===== src/rtl/spi_ioc_master.sv =====
// SPI mode-0 slave front-end: decodes 16-bit host frames (W, sel, ioc, data)
// into single-cycle fetch/load strobes toward io_ctrl-style responders.
module spi_ioc_master #(
    parameter int N_MODULES   = 4,
    parameter int SYNC_STAGES = 2
) (
    input  logic                     i_sys_clk,
    input  logic                     i_reset,
    input  logic                     i_spi_sck,
    input  logic                     i_spi_mosi,
    input  logic                     i_spi_cs_n,
    output logic                     o_spi_miso,
    output logic [4:0]               o_ioc,
    output logic [7:0]               o_data_out,
    output logic [N_MODULES-1:0]     o_cs,
    output logic                     o_fetch_cmd,
    output logic                     o_load_cmd,
    input  logic [8*N_MODULES-1:0]   i_data_in,
    output logic                     o_frame_abort
);

    typedef enum logic [2:0] {
        ST_WAIT_IDLE = 3'd0,
        ST_IDLE      = 3'd1,
        ST_CMD       = 3'd2,
        ST_FETCH     = 3'd3,
        ST_CAPT      = 3'd4,
        ST_DATA      = 3'd5,
        ST_LOAD      = 3'd6
    } state_t;

    state_t                 r_state;
    state_t                 w_state_nx;

    logic [SYNC_STAGES-1:0] r_sck_sync;
    logic [SYNC_STAGES-1:0] r_mosi_sync;
    logic [SYNC_STAGES-1:0] r_cs_n_sync;
    logic                   r_sck_d;
    logic [3:0]             r_bit_cnt;
    logic [7:0]             r_shift_in;
    logic [7:0]             r_miso_sr;
    logic [1:0]             r_sel;
    logic                   r_write;

    logic                   w_sck;
    logic                   w_mosi;
    logic                   w_cs_n;
    logic                   w_sck_rise;
    logic [7:0]             w_shift_nx;
    logic                   w_sel_ok_hdr;
    logic                   w_sel_ok;
    logic [1:0]             w_cs_sel;
    logic                   w_abort;
    logic                   w_hdr_done;
    logic [7:0]             w_miso_nx;
    logic [7:0]             w_rd_byte;
    logic [N_MODULES-1:0]   w_cs_onehot;

    assign w_sck        = r_sck_sync[SYNC_STAGES-1];
    assign w_mosi       = r_mosi_sync[SYNC_STAGES-1];
    assign w_cs_n       = r_cs_n_sync[SYNC_STAGES-1];
    assign w_sck_rise   = w_sck & ~r_sck_d;
    assign w_shift_nx   = {r_shift_in[6:0], w_mosi};
    assign w_sel_ok_hdr = ({1'b0, w_shift_nx[6:5]} < 3'(N_MODULES));
    assign w_sel_ok     = ({1'b0, r_sel} < 3'(N_MODULES));
    assign w_cs_sel     = (r_state == ST_CMD) ? w_shift_nx[6:5] : r_sel;

    // Input synchronisers; CS_N chain clears to 0 so a reset mid-frame waits in WAIT_IDLE.
    always_ff @(posedge i_sys_clk) begin
        if (i_reset) begin
            r_sck_sync  <= {SYNC_STAGES{1'b0}};
            r_mosi_sync <= {SYNC_STAGES{1'b0}};
            r_cs_n_sync <= {SYNC_STAGES{1'b0}};
            r_sck_d     <= 1'b0;
        end else begin
            r_sck_sync  <= {r_sck_sync[SYNC_STAGES-2:0], i_spi_sck};
            r_mosi_sync <= {r_mosi_sync[SYNC_STAGES-2:0], i_spi_mosi};
            r_cs_n_sync <= {r_cs_n_sync[SYNC_STAGES-2:0], i_spi_cs_n};
            r_sck_d     <= w_sck;
        end
    end

    // Responder read-data mux and one-hot select decode.
    always_comb begin
        w_rd_byte   = 8'h00;
        w_cs_onehot = {N_MODULES{1'b0}};
        for (int k = 0; k < N_MODULES; k++) begin
            w_rd_byte      = w_rd_byte | (i_data_in[8*k +: 8] & {8{r_sel == 2'(k)}});
            w_cs_onehot[k] = (w_cs_sel == 2'(k));
        end
    end

    // State register.
    always_ff @(posedge i_sys_clk) begin
        if (i_reset) begin
            r_state <= ST_WAIT_IDLE;
        end else begin
            r_state <= w_state_nx;
        end
    end

    // Next-state, abort detection and MISO shift-register next value.
    always_comb begin
        w_state_nx = r_state;
        w_abort    = 1'b0;
        w_hdr_done = 1'b0;
        w_miso_nx  = r_miso_sr;
        case (r_state)
            ST_WAIT_IDLE: begin
                if (w_cs_n) w_state_nx = ST_IDLE;
                else        w_state_nx = ST_WAIT_IDLE;
            end
            ST_IDLE: begin
                if (!w_cs_n) w_state_nx = ST_CMD;
                else         w_state_nx = ST_IDLE;
            end
            ST_CMD: begin
                // A release with no bits shifted is the normal end after a completed frame.
                if (w_cs_n) begin
                    w_state_nx = ST_IDLE;
                    w_abort    = (r_bit_cnt != 4'd0);
                    w_miso_nx  = 8'h00;
                end else if (w_sck_rise && (r_bit_cnt == 4'd7)) begin
                    w_hdr_done = 1'b1;
                    w_miso_nx  = 8'h00;
                    if (!w_shift_nx[7] && w_sel_ok_hdr) w_state_nx = ST_FETCH;
                    else                                w_state_nx = ST_DATA;
                end else begin
                    w_state_nx = ST_CMD;
                end
            end
            ST_FETCH: begin
                if (w_cs_n) begin
                    w_state_nx = ST_IDLE;
                    w_abort    = 1'b1;
                    w_miso_nx  = 8'h00;
                end else begin
                    w_state_nx = ST_CAPT;
                end
            end
            ST_CAPT: begin
                if (w_cs_n) begin
                    w_state_nx = ST_IDLE;
                    w_abort    = 1'b1;
                    w_miso_nx  = 8'h00;
                end else begin
                    w_state_nx = ST_DATA;
                    w_miso_nx  = w_rd_byte;
                end
            end
            ST_DATA: begin
                if (w_sck_rise && (r_bit_cnt == 4'd15)) begin
                    w_miso_nx = 8'h00;
                    if (r_write && w_sel_ok) w_state_nx = ST_LOAD;
                    else if (w_cs_n)         w_state_nx = ST_IDLE;
                    else                     w_state_nx = ST_CMD;
                end else if (w_cs_n) begin
                    w_state_nx = ST_IDLE;
                    w_abort    = 1'b1;
                    w_miso_nx  = 8'h00;
                end else if (w_sck_rise) begin
                    w_miso_nx  = {r_miso_sr[6:0], 1'b0};
                end else begin
                    w_state_nx = ST_DATA;
                end
            end
            ST_LOAD: begin
                if (w_cs_n) w_state_nx = ST_IDLE;
                else        w_state_nx = ST_CMD;
            end
            default: begin
                w_state_nx = ST_WAIT_IDLE;
                w_miso_nx  = 8'h00;
            end
        endcase
    end

    // Datapath and registered outputs, decoded from the next state so strobes land 1 cycle after the edge.
    always_ff @(posedge i_sys_clk) begin
        if (i_reset) begin
            o_spi_miso    <= 1'b0;
            o_ioc         <= 5'd0;
            o_data_out    <= 8'h00;
            o_cs          <= {N_MODULES{1'b0}};
            o_fetch_cmd   <= 1'b0;
            o_load_cmd    <= 1'b0;
            o_frame_abort <= 1'b0;
            r_bit_cnt     <= 4'd0;
            r_shift_in    <= 8'h00;
            r_miso_sr     <= 8'h00;
            r_sel         <= 2'd0;
            r_write       <= 1'b0;
        end else begin
            o_fetch_cmd   <= (w_state_nx == ST_FETCH);
            o_load_cmd    <= (w_state_nx == ST_LOAD);
            o_cs          <= ((w_state_nx == ST_FETCH) || (w_state_nx == ST_LOAD)) ?
                             w_cs_onehot : {N_MODULES{1'b0}};
            o_frame_abort <= w_abort;
            r_miso_sr     <= w_miso_nx;
            o_spi_miso    <= (w_state_nx == ST_DATA) ? w_miso_nx[7] : 1'b0;
            if (w_hdr_done) begin
                o_ioc   <= w_shift_nx[4:0];
                r_sel   <= w_shift_nx[6:5];
                r_write <= w_shift_nx[7];
            end
            if (w_state_nx == ST_LOAD) begin
                o_data_out <= w_shift_nx;
            end
            if (r_state == ST_IDLE) begin
                r_bit_cnt <= 4'd0;
            end else if (w_sck_rise && ((r_state == ST_CMD) || (r_state == ST_DATA))) begin
                r_bit_cnt  <= r_bit_cnt + 4'd1;
                r_shift_in <= w_shift_nx;
            end
        end
    end

endmodule

===== config.mk =====
export PLATFORM = sky130hd
export DESIGN_NAME = spi_ioc_master
export DESIGN_NICKNAME = d
export VERILOG_FILES = /design/src/rtl/spi_ioc_master.sv
export SDC_FILE = /design/constraint.sdc
export NUM_CORES = 1
export LEC_CHECK = 0
export BUFFER_PORTS_ARGS = -buffer_cell sky130_fd_sc_hd__buf_2
export CORE_UTILIZATION = 52
export CTS_CLUSTER_DIAMETER = 150
export DETAILED_ROUTE_END_ITERATION = 10
export PLACE_DENSITY = 0.87
export RECOVER_POWER = 50
export SYNTH_ARGS = -nofsm -noshare
export SYNTH_HDL_FRONTEND = slang
export SYNTH_SLANG_ARGS = --single-unit
export TNS_END_PERCENT = 30

===== constraint.sdc =====
create_clock -name i_sys_clk -period 2.45 [get_ports i_sys_clk]
set_clock_uncertainty 0.05 [all_clocks]
set_input_delay 0.245 -clock i_sys_clk [delete_from_list [all_inputs] [get_ports i_sys_clk]]
set_output_delay 0.245 -clock i_sys_clk [all_outputs]
set_load 0.01 [all_outputs]

-- Word level (Yosys, flattened, before mapping)
Cells that the tools add are included.
- input port bits: 37
- logic and storage cells: 97
- output and inout bits: 21
- bits in registers: 53
- add/sub/neg operators: 1
- eq/ne operators: 20
- reduce and logical (&&, ||, !) cells: 17
- bitwise operators: 13
- muxes and demuxes: 28
- operators by type and width (operator ; number):
    8-bit two-way mux ; 7
    8-bit one-hot mux with 5 select lines ; 1
    8-bit bitwise AND ; 4
    3-bit two-way mux ; 9
    8-bit bitwise OR ; 3
    3-bit one-hot mux with 6 select lines ; 1
    3-bit equality test, second input constant ; 5
    2-bit OR reduction ; 5
    3-bit by 2-bit equality test with 1-bit output, second input constant ; 3
    2-bit equality test, second input constant ; 4
    1-bit two-way mux ; 7
    1-bit NOT ; 5
    4-bit by 1-bit adder with 4-bit output, second input constant ; 1
    2-bit by 1-bit equality test with 1-bit output, second input constant ; 2
    4-bit by 3-bit equality test with 1-bit output, second input constant ; 1
    4-bit equality test, second input constant ; 1
    2-bit logical NOT ; 2
    2-bit two-way mux ; 2
    4-bit inequality test, second input constant ; 1
    4-bit AND reduction ; 1
    4-bit nonzero test ; 1
    3-bit by 1-bit equality test with 1-bit output, second input constant ; 1
    1-bit logical AND ; 3
    3-bit logical NOT ; 1
    other kinds (7) ; 8

-- Logic depth before layout (Yosys ltp)
Gate-level depths: netlist of the first run.
- depth after elaboration: 10
- gate-level depth with buffers: 7
- gate-level depth less buffers: 6

-- Worst setup path after synthesis of the first run
OpenSTA, ideal clock, no wires.
- path kind: reg2reg
- start point: reg r_bit_cnt[0]
- end point: reg o_spi_miso
- setup time: 0.133 ns
- data arrival time: 1.803 ns
- buffers on the path: 0
- stages on the path, launching flop included: 7
- slack: 0.464 ns
- required time: 2.267 ns
- clock period less this slack: 1.986 ns
- cell sequence: dfxtp_1 -> ha_1 -> nand4b_1 -> o311ai_0 -> o221ai_1 -> a222oi_1 -> nor3_1
- word-level cells in the longest chain between the ends: 8
- elaborated cells on any way between the ends: 15
- those cells by class: eq/ne (3); mux (8); bitwise (1); reduce/logical (3)
- RTL lines (element ; RTL line ; text):
    from (decl) ; 39 ; logic [3:0] r_bit_cnt;
    from (signal assigned) ; 212 ; r_bit_cnt <= r_bit_cnt + 4'd1;
    4-bit by 3-bit equality test with 1-bit output ; 123 ; end else if (w_sck_rise && (r_bit_cnt == 4'd7)) begin
    1-bit logical AND ; 123 ;
    3-bit two-way mux ; 123 ;
    3-bit two-way mux ; 119 ; if (w_cs_n) begin
    3-bit one-hot mux with 6 select lines ; 108 ; case (r_state)
    3-bit equality test ; 200 ; o_spi_miso <= (w_state_nx == ST_DATA) ? w_miso_nx[7] : 1'b0;
    1-bit NOT (no source line) ; - ;
    2-bit OR reduction (no source line) ; - ;
    to (signal assigned) ; 200 ;
    to (decl) ; 12 ; output logic o_spi_miso,
Several ways; a longest one is shown, not always the timed one. The select of a mux whose other input is x is not followed.
A chain may end at the register's enable or synchronous reset.

-- Worst setup path in the final report of the first run
- start point: reg r_state[1]
- end point: reg r_shift_in[3]
- word-level cells in the longest chain between the ends: 4
- elaborated cells on any way between the ends: 7
- those cells by class: eq/ne (3); bitwise (1); reduce/logical (3)
- RTL lines (element ; RTL line ; text):
    from (decl) ; 32 ; state_t r_state;
    from (signal assigned) ; 98 ; r_state <= w_state_nx;
    3-bit by 2-bit equality test with 1-bit output / 3-bit equality test (equally long branches) ; 211 ; end else if (w_sck_rise && ((r_state == ST_CMD) || (r_state == ST_DATA))) begin
    1-bit logical OR ; 211 ;
    1-bit logical AND ; 211 ;
    2-bit AND reduction (no source line) * ; - ;
    to (signal assigned) ; 213 ; r_shift_in <= w_shift_nx;
    to (decl) ; 40 ; logic [7:0] r_shift_in;
Every way passes the cells marked *; elsewhere a longest branch is shown, timed or not.

==> results.md, run 1 <==
- Status: finished, violations left
- Failing checks: max-capacitance violations, max-slew violations
- Sw frac: 23.1%
- DRC: 0
- Worst-path clk slew: 0.10 ns
- 1st-iter DRT viols: 160
- Worst vdd ir: 0.490 mV
- WP data arrival: 2.35 ns
- Max_slew headroom: -12.5%
- Die area: 0.00474 mm^2
- Die width: 68.8 um
- Area contributors post-synth: dfxtp_1, mux4_2, mux2i_1
- EDFF count, synth: 0
- Diode count: 0
- Global-route wire length before repair: 8.05 mm
- Reg2reg path depth: 5
- Wirelength, routed: 5.19 mm
- Cells after DPL: 336
- Worst R2R Setup Slack: 0.19 ns
- Total CTS buffers: 5
- DRT antenna net count: 0
- Cell Chain, Critical Path: or3b_4 > a21oi_1 > clkbuf_1 > mux2i_1 > nor2_1
- Overall power: 0.00149 W
- Synthesis-to-layout area growth: 18.6%
- WHS: 0.0861 ns
- Final setup violation count: 0
- Average wire per standard cell: 15.1 um
- DRT Pass-1 Iters: 5
- Synthesized area: 0.00232 mm^2
- WP depth: 5
- GPL Wtd Cong: 0.915
- Fmax achieved: 0.443 GHz
- Nets: 332
- H-Tree Depth: 2
- Total grt overflow: 0
- IO Count: 58
- Critical-path top delay cell: dfxtp_1
- Distinct cells, synth: 46
- Worst path bufs/invs: 1
- Tot GR Track Use: 23.5%
- Final Slew Violations: 41
- Most frequent cells in the layout: dfxtp_1, nor2_1, buf_2
- Setup ws final: 0.194 ns
- CP startpoint kind: flip-flop
- Worst-skew pair later-pin latency: 0.32 ns
- Worst flop-to-flop path startpoint: r_state[1]
- Rows: 23
- DR vias/cell: 5.75
- Worst Hold Class: in -> reg
- Worst setup path startpoint: r_state[1]
- Least-Margin Pin Slew: 1.69 ns
- Vias in the first global route: 1759
- Gate power share: 5.1%
- CP max FO: 12
- RSZ-0062 raised after global routing: false
- Detailed placement HPWL: 3.85 mm
- Critical path data required time: 2.55 ns
- Max-Cap Viols: 1
- Cells after Synth: 231
- Leak: 1.02 nW
- CTS root buf: clkbuf_8
- Tmin final: 2.26 ns
- Syn nets: 270
- Setup Fix Bufs, Post-CTS: 0
- Synth Flop Type: dfxtp_1
- CTS tree: yes
- Yosys top cell area share: 45.7%
- Clock Path Buffers: 2
- Yosys warning count: 0
- Setup TNS: 0 ns
- Clock tree sinks: 53
- Die Ht: 68.8 um
- Final cell count without fillers: 344
- Internal Power: 0.00114 W
- Core ar.: 0.00414 mm^2
- FFs w/ async S/R, synth: 0%
- # port buffers: 57
- Crit path max-delay family: flip-flops
- CP peak stage delay: 0.59 ns
- Clock share of power: 36.0%
- Cell taking the most area after synthesis: dfxtp_1
- Tcrit/Tclk final: 92.1%
- Worst setup path end: r_shift_in[3]
- Total number of vias: 1978
- Largest net degree at the start of global routing: 41
- R2r endpoint: r_shift_in[3]
- CP Capture Type: flip-flop
- Hold Violations, Final: 0
- Register share of total power: 58.9%
- Layout cell share with drive strength beyond 1: 22.4%
- Initial antenna violation count: 0
- Avg Inst Size Synth: 10.1 um^2
- Starting Density: 56.0%
- Yosys reg bits: 53
- DP Worst Slack: 0.193 ns
- PD cells: 539 mW/mm^2
- Most common cell after layout, fill and taps aside: dfxtp_1
- Setup Crit Path Kind: reg -> reg
- Net Switching: 0.000344 W
- Seq/Total Area, Yosys: 45.7%
==> area by class of cell <==
class,instances,area (um^2)
well taps,50,62.6
fillers,349,1390
multi-input cells,158,1180
clock inverters,2,16.3
flip-flops and latches,53,1060
inverters,8,30.0
repair buffers,67,325
clock buffers,6,82.6
==> power by group through the flow <==
stage | registers (W) | logic, W | clock network (W)
final | 0.000875 | 0.0000764 | 0.000534
after global routing | 0.000876 | 0.0000830 | 0.000572
after CTS | 0.000874 | 0.0000769 | 0.000538
after detailed placement | 0.000895 | 0.0000766 | 0
after global placement | 0.000894 | 0.0000741 | 0
after floorplan | 0.000891 | 0.0000421 | 0
==> kinds of logic (layout without fill, tap and decap cells) <==
group,after synthesis,in the layout,synth area share [%]
AND/OR/NAND/NOR,88,88,20.2
multiplexers,24,24,14.7
flip-flops,53,53,45.7
XOR/XNOR,5,5,1.89
buffers and inverters,20,83,3.93
AO/OA/AOI/OAI,39,39,12.6
adder cells (fa/ha/maj),2,2,1.08
==> synthesized netlist by cell type (2+ instances only) <==
master	number
dfxtp_1	53
nor2_1	42
mux2i_1	16
nor2b_1	11
a21oi_1	9
nor3_1	9
a31oi_1	8
inv_1	8
mux4_2	8
a222oi_1	7
clkbuf_1	6
nand2_1	5
buf_2	4
nand2b_1	4
o22a_1	3
xor2_1	3
ha_1	2
nand3b_1	2
nor3b_1	2
o211ai_1	2
xnor2_1	2
==> worst register-to-register path: stages, from the launching register on <==
cell      delay [ns]
dfxtp_1         0.59
or3b_4          0.47
a21oi_1         0.20
clkbuf_1        0.44
mux2i_1         0.28
nor2_1          0.06
==> flip-flops by register name, summed over array words and instances (netlist names) <==
name,flops
r_state,3
r_bit_cnt,4
o_frame_abort,1
o_cs,4
o_data_out,8
r_write,1
r_cs_n_sync,2
r_mosi_sync,2
r_shift_in,7
r_miso_sr,8
o_spi_miso,1
o_ioc,5
r_sck_sync,2
o_load_cmd,1
r_sck_d,1
r_sel,2
o_fetch_cmd,1
==> metal layers <==
| metal | track usage, % | up-vias | wire (um) |
|---|---|---|---|
| met3 | 7.73 | 9 | 325 |
| met5 | 0 | - | 0 |
| met4 | 9.18 | 0 | 69 |
| met2 | 36.5 | 67 | 2550 |
| li1 | - | 966 | - |
| met1 | 30.1 | 936 | 2240 |
==> stage by stage <==
step | area [um^2] | utilization (%)
2_1_floorplan | 2320 | -
4_1_cts | 2780 | 67.1
3_3_place_gp | 2680 | 64.8
5_1_grt | 2750 | 66.5
3_5_place_dp | 2680 | 64.8
6_report | 2750 | 66.5
==> how the worst min path moves through the flow <==
stage / from / end / slack (ns) / cells after the start
floorplan: i_spi_cs_n / r_cs_n_sync[0] / 0.32 / 1
global placement: r_mosi_sync[0] / r_mosi_sync[1] / 0.37 / 1
detailed placement: r_cs_n_sync[0] / r_cs_n_sync[1] / 0.38 / 1
CTS: i_spi_cs_n / r_cs_n_sync[0] / 0.08 / 2
global route: i_spi_mosi / r_mosi_sync[0] / 0.09 / 2
finish: i_spi_cs_n / r_cs_n_sync[0] / 0.09 / 2
==> timing repair <==
item / 4_1_cts / 5_1_grt
hold buffers: 0 / 0
gates resized for setup: 0 / 1
hold endpoints to repair: 0 / 0
endpoints found under the setup margin: 0 / 2
Note: power is estimated with default switching activity, not from simulation.
==> run 2: changes to the inputs <==
ABC_AREA = 0   (was not set)
PLACE_DENSITY = 0.78   (was 0.87)
REMOVE_ABC_BUFFERS = 1   (was not set)
==> results.md, run 2 (synthesized netlist as in run 1, its figures left out) <==
- DRT Pass-1 Iters: 4
- Total number of vias: 1938
- Fmax achieved: 0.445 GHz
- Setup ws final: 0.201 ns
- Tot GR Track Use: 22.2%
- Hold Violations, Final: 0
- Initial antenna violation count: 0
- Register share of total power: 59.8%
- Most common cell after layout, fill and taps aside: dfxtp_1
- Max-Cap Viols: 1
- Worst Hold Class: in -> reg
- WP depth: 6
- Failing checks: max-capacitance violations, max-slew violations
- Setup TNS: 0 ns
- Least-Margin Pin Slew: 1.62 ns
- Layout cell share with drive strength beyond 1: 22.3%
- PD cells: 529 mW/mm^2
- Internal Power: 0.00114 W
- Worst setup path startpoint: r_bit_cnt[0]
- CP Capture Type: flip-flop
- Leak: 1.03 nW
- Final cell count without fillers: 346
- Crit path max-delay family: compound AO/OA/AOI/OAI gates
- Worst flop-to-flop path startpoint: r_bit_cnt[0]
- Critical path data required time: 2.59 ns
- Die area: 0.00474 mm^2
- Clock share of power: 34.9%
- Starting Density: 56.0%
- Net Switching: 0.000321 W
- Worst setup path end: o_spi_miso
- Max_slew headroom: -7.80%
- Worst vdd ir: 0.427 mV
- Tmin final: 2.25 ns
- CP max FO: 8
- Largest net degree at the start of global routing: 41
- Setup Fix Bufs, Post-CTS: 0
- Filler cell count: 372
- 1st-iter DRT viols: 142
- Worst-skew pair later-pin latency: 0.30 ns
- Vias in the first global route: 1714
- Wirelength, routed: 5.01 mm
- DR vias/cell: 5.60
- Multi-input logic area: 0.00117 mm^2
- Setup Crit Path Kind: reg -> reg
- Most frequent cells in the layout: dfxtp_1, nor2_1, buf_2
- Largest regs: o_data_out (8), r_miso_sr (8), r_shift_in (7)
- Die Ht: 68.8 um
- Sw frac: 22.0%
- Reg area: 0.00106 mm^2
- Worst path bufs/invs: 0
- DRT antenna net count: 0
- Clock Path Buffers: 2
- R2r endpoint: o_spi_miso
- IO Count: 58
- Core ar.: 0.00414 mm^2
- DP Worst Slack: 0.268 ns
- Final setup violation count: 0
- CTS root buf: clkbuf_8
- GPL Wtd Cong: 0.840
- Worst R2R Setup Slack: 0.20 ns
- RSZ-0062 raised after global routing: false
- Diode count: 0
- Cells after DPL: 338
- Global-route wire length before repair: 7.75 mm
- Detailed placement HPWL: 3.57 mm
- CP peak stage delay: 0.47 ns
- Tcrit/Tclk final: 91.8%
- Die width: 68.8 um
- Resized cells post-CTS: 0
- DRC: 0
- Rows: 23
- # port buffers: 57
- Critical-path top delay cell: a222oi_1
- Synthesis-to-layout area growth: 18.7%
- Worst-path clk slew: 0.09 ns
- CTS tree: yes
- Final Slew Violations: 41
- Cell Chain, Critical Path: ha_1 > nand4b_1 > o311ai_0 > o221ai_1 > a222oi_1 > nor3_1
- H-Tree Depth: 2
- Total grt overflow: 0
- Gate power share: 5.3%
- Nets: 334
- Clock tree sinks: 53
- Reg2reg path depth: 6
- Status: finished, violations left
- Average wire per standard cell: 14.5 um
- Post-CTS Hold Buffers: 0
- WP data arrival: 2.38 ns
- CP startpoint kind: flip-flop
- Total CTS buffers: 5
==> run 2: worst min-delay path by stage <==
stage / end / slack (ns) / cells after the start / start
global placement: r_sck_sync[1] / 0.37 / 1 / r_sck_sync[0]
detailed placement: r_cs_n_sync[1] / 0.38 / 1 / r_cs_n_sync[0]
CTS: r_sck_sync[0] / 0.09 / 2 / i_spi_sck
global route: r_sck_sync[0] / 0.11 / 2 / i_spi_sck
floorplan: r_cs_n_sync[0] / 0.27 / 1 / i_reset
finish: r_sck_sync[0] / 0.1 / 2 / i_spi_sck
==> run 2: stage by stage <==
step           hold slack, ns  util (%)  total power, W  cell area, um^2
4_1_cts                0.0942      67.5         0.00147             2800
6_report               0.0986      66.5         0.00146             2760
5_1_grt                 0.113      66.5         0.00152             2760
3_5_place_dp            0.377      65.1        0.000971             2700
3_3_place_gp            0.367      65.1        0.000970             2700
2_1_floorplan           0.267         -        0.000924             2260
==> run 2: power groups by stage <==
stage          clock (W)  sequential (W)  combinational [W]
2_1_floorplan          0        0.000892          0.0000315
3_3_place_gp           0        0.000893          0.0000774
3_5_place_dp           0        0.000893          0.0000783
4_1_cts         0.000523        0.000873          0.0000788
5_1_grt         0.000555        0.000875          0.0000865
6_report        0.000509        0.000873          0.0000769
==> run 2: metal layers <==
layer  vias up  GRT usage (%)  wire length [um]
li1        966              -                 -
met1       886           28.2              2300
met2        80           37.3              2270
met3         6           4.93               388
met4         0           6.89                53
met5         -              0                 0
==> run 2: layout make-up <==
type / count / area share [%]
Clock inverter: 2 / 0.499
Clock buffer: 6 / 2.99
Inverter: 8 / 1.09
Tap cell: 50 / 2.27
Timing Repair Buffer: 69 / 12.3
Sequential cell: 53 / 38.5
Multi-Input combinational cell: 158 / 42.3
==> run 2: worst register-to-register path, delay by kind of cell, from the launching register on <==
family | cells | cell delay, ns
AO/OA/AOI/OAI | 3 | 1.18
adder cells (fa/ha/maj) | 1 | 0.24
flip-flops | 1 | 0.40
AND/OR/NAND/NOR | 2 | 0.27
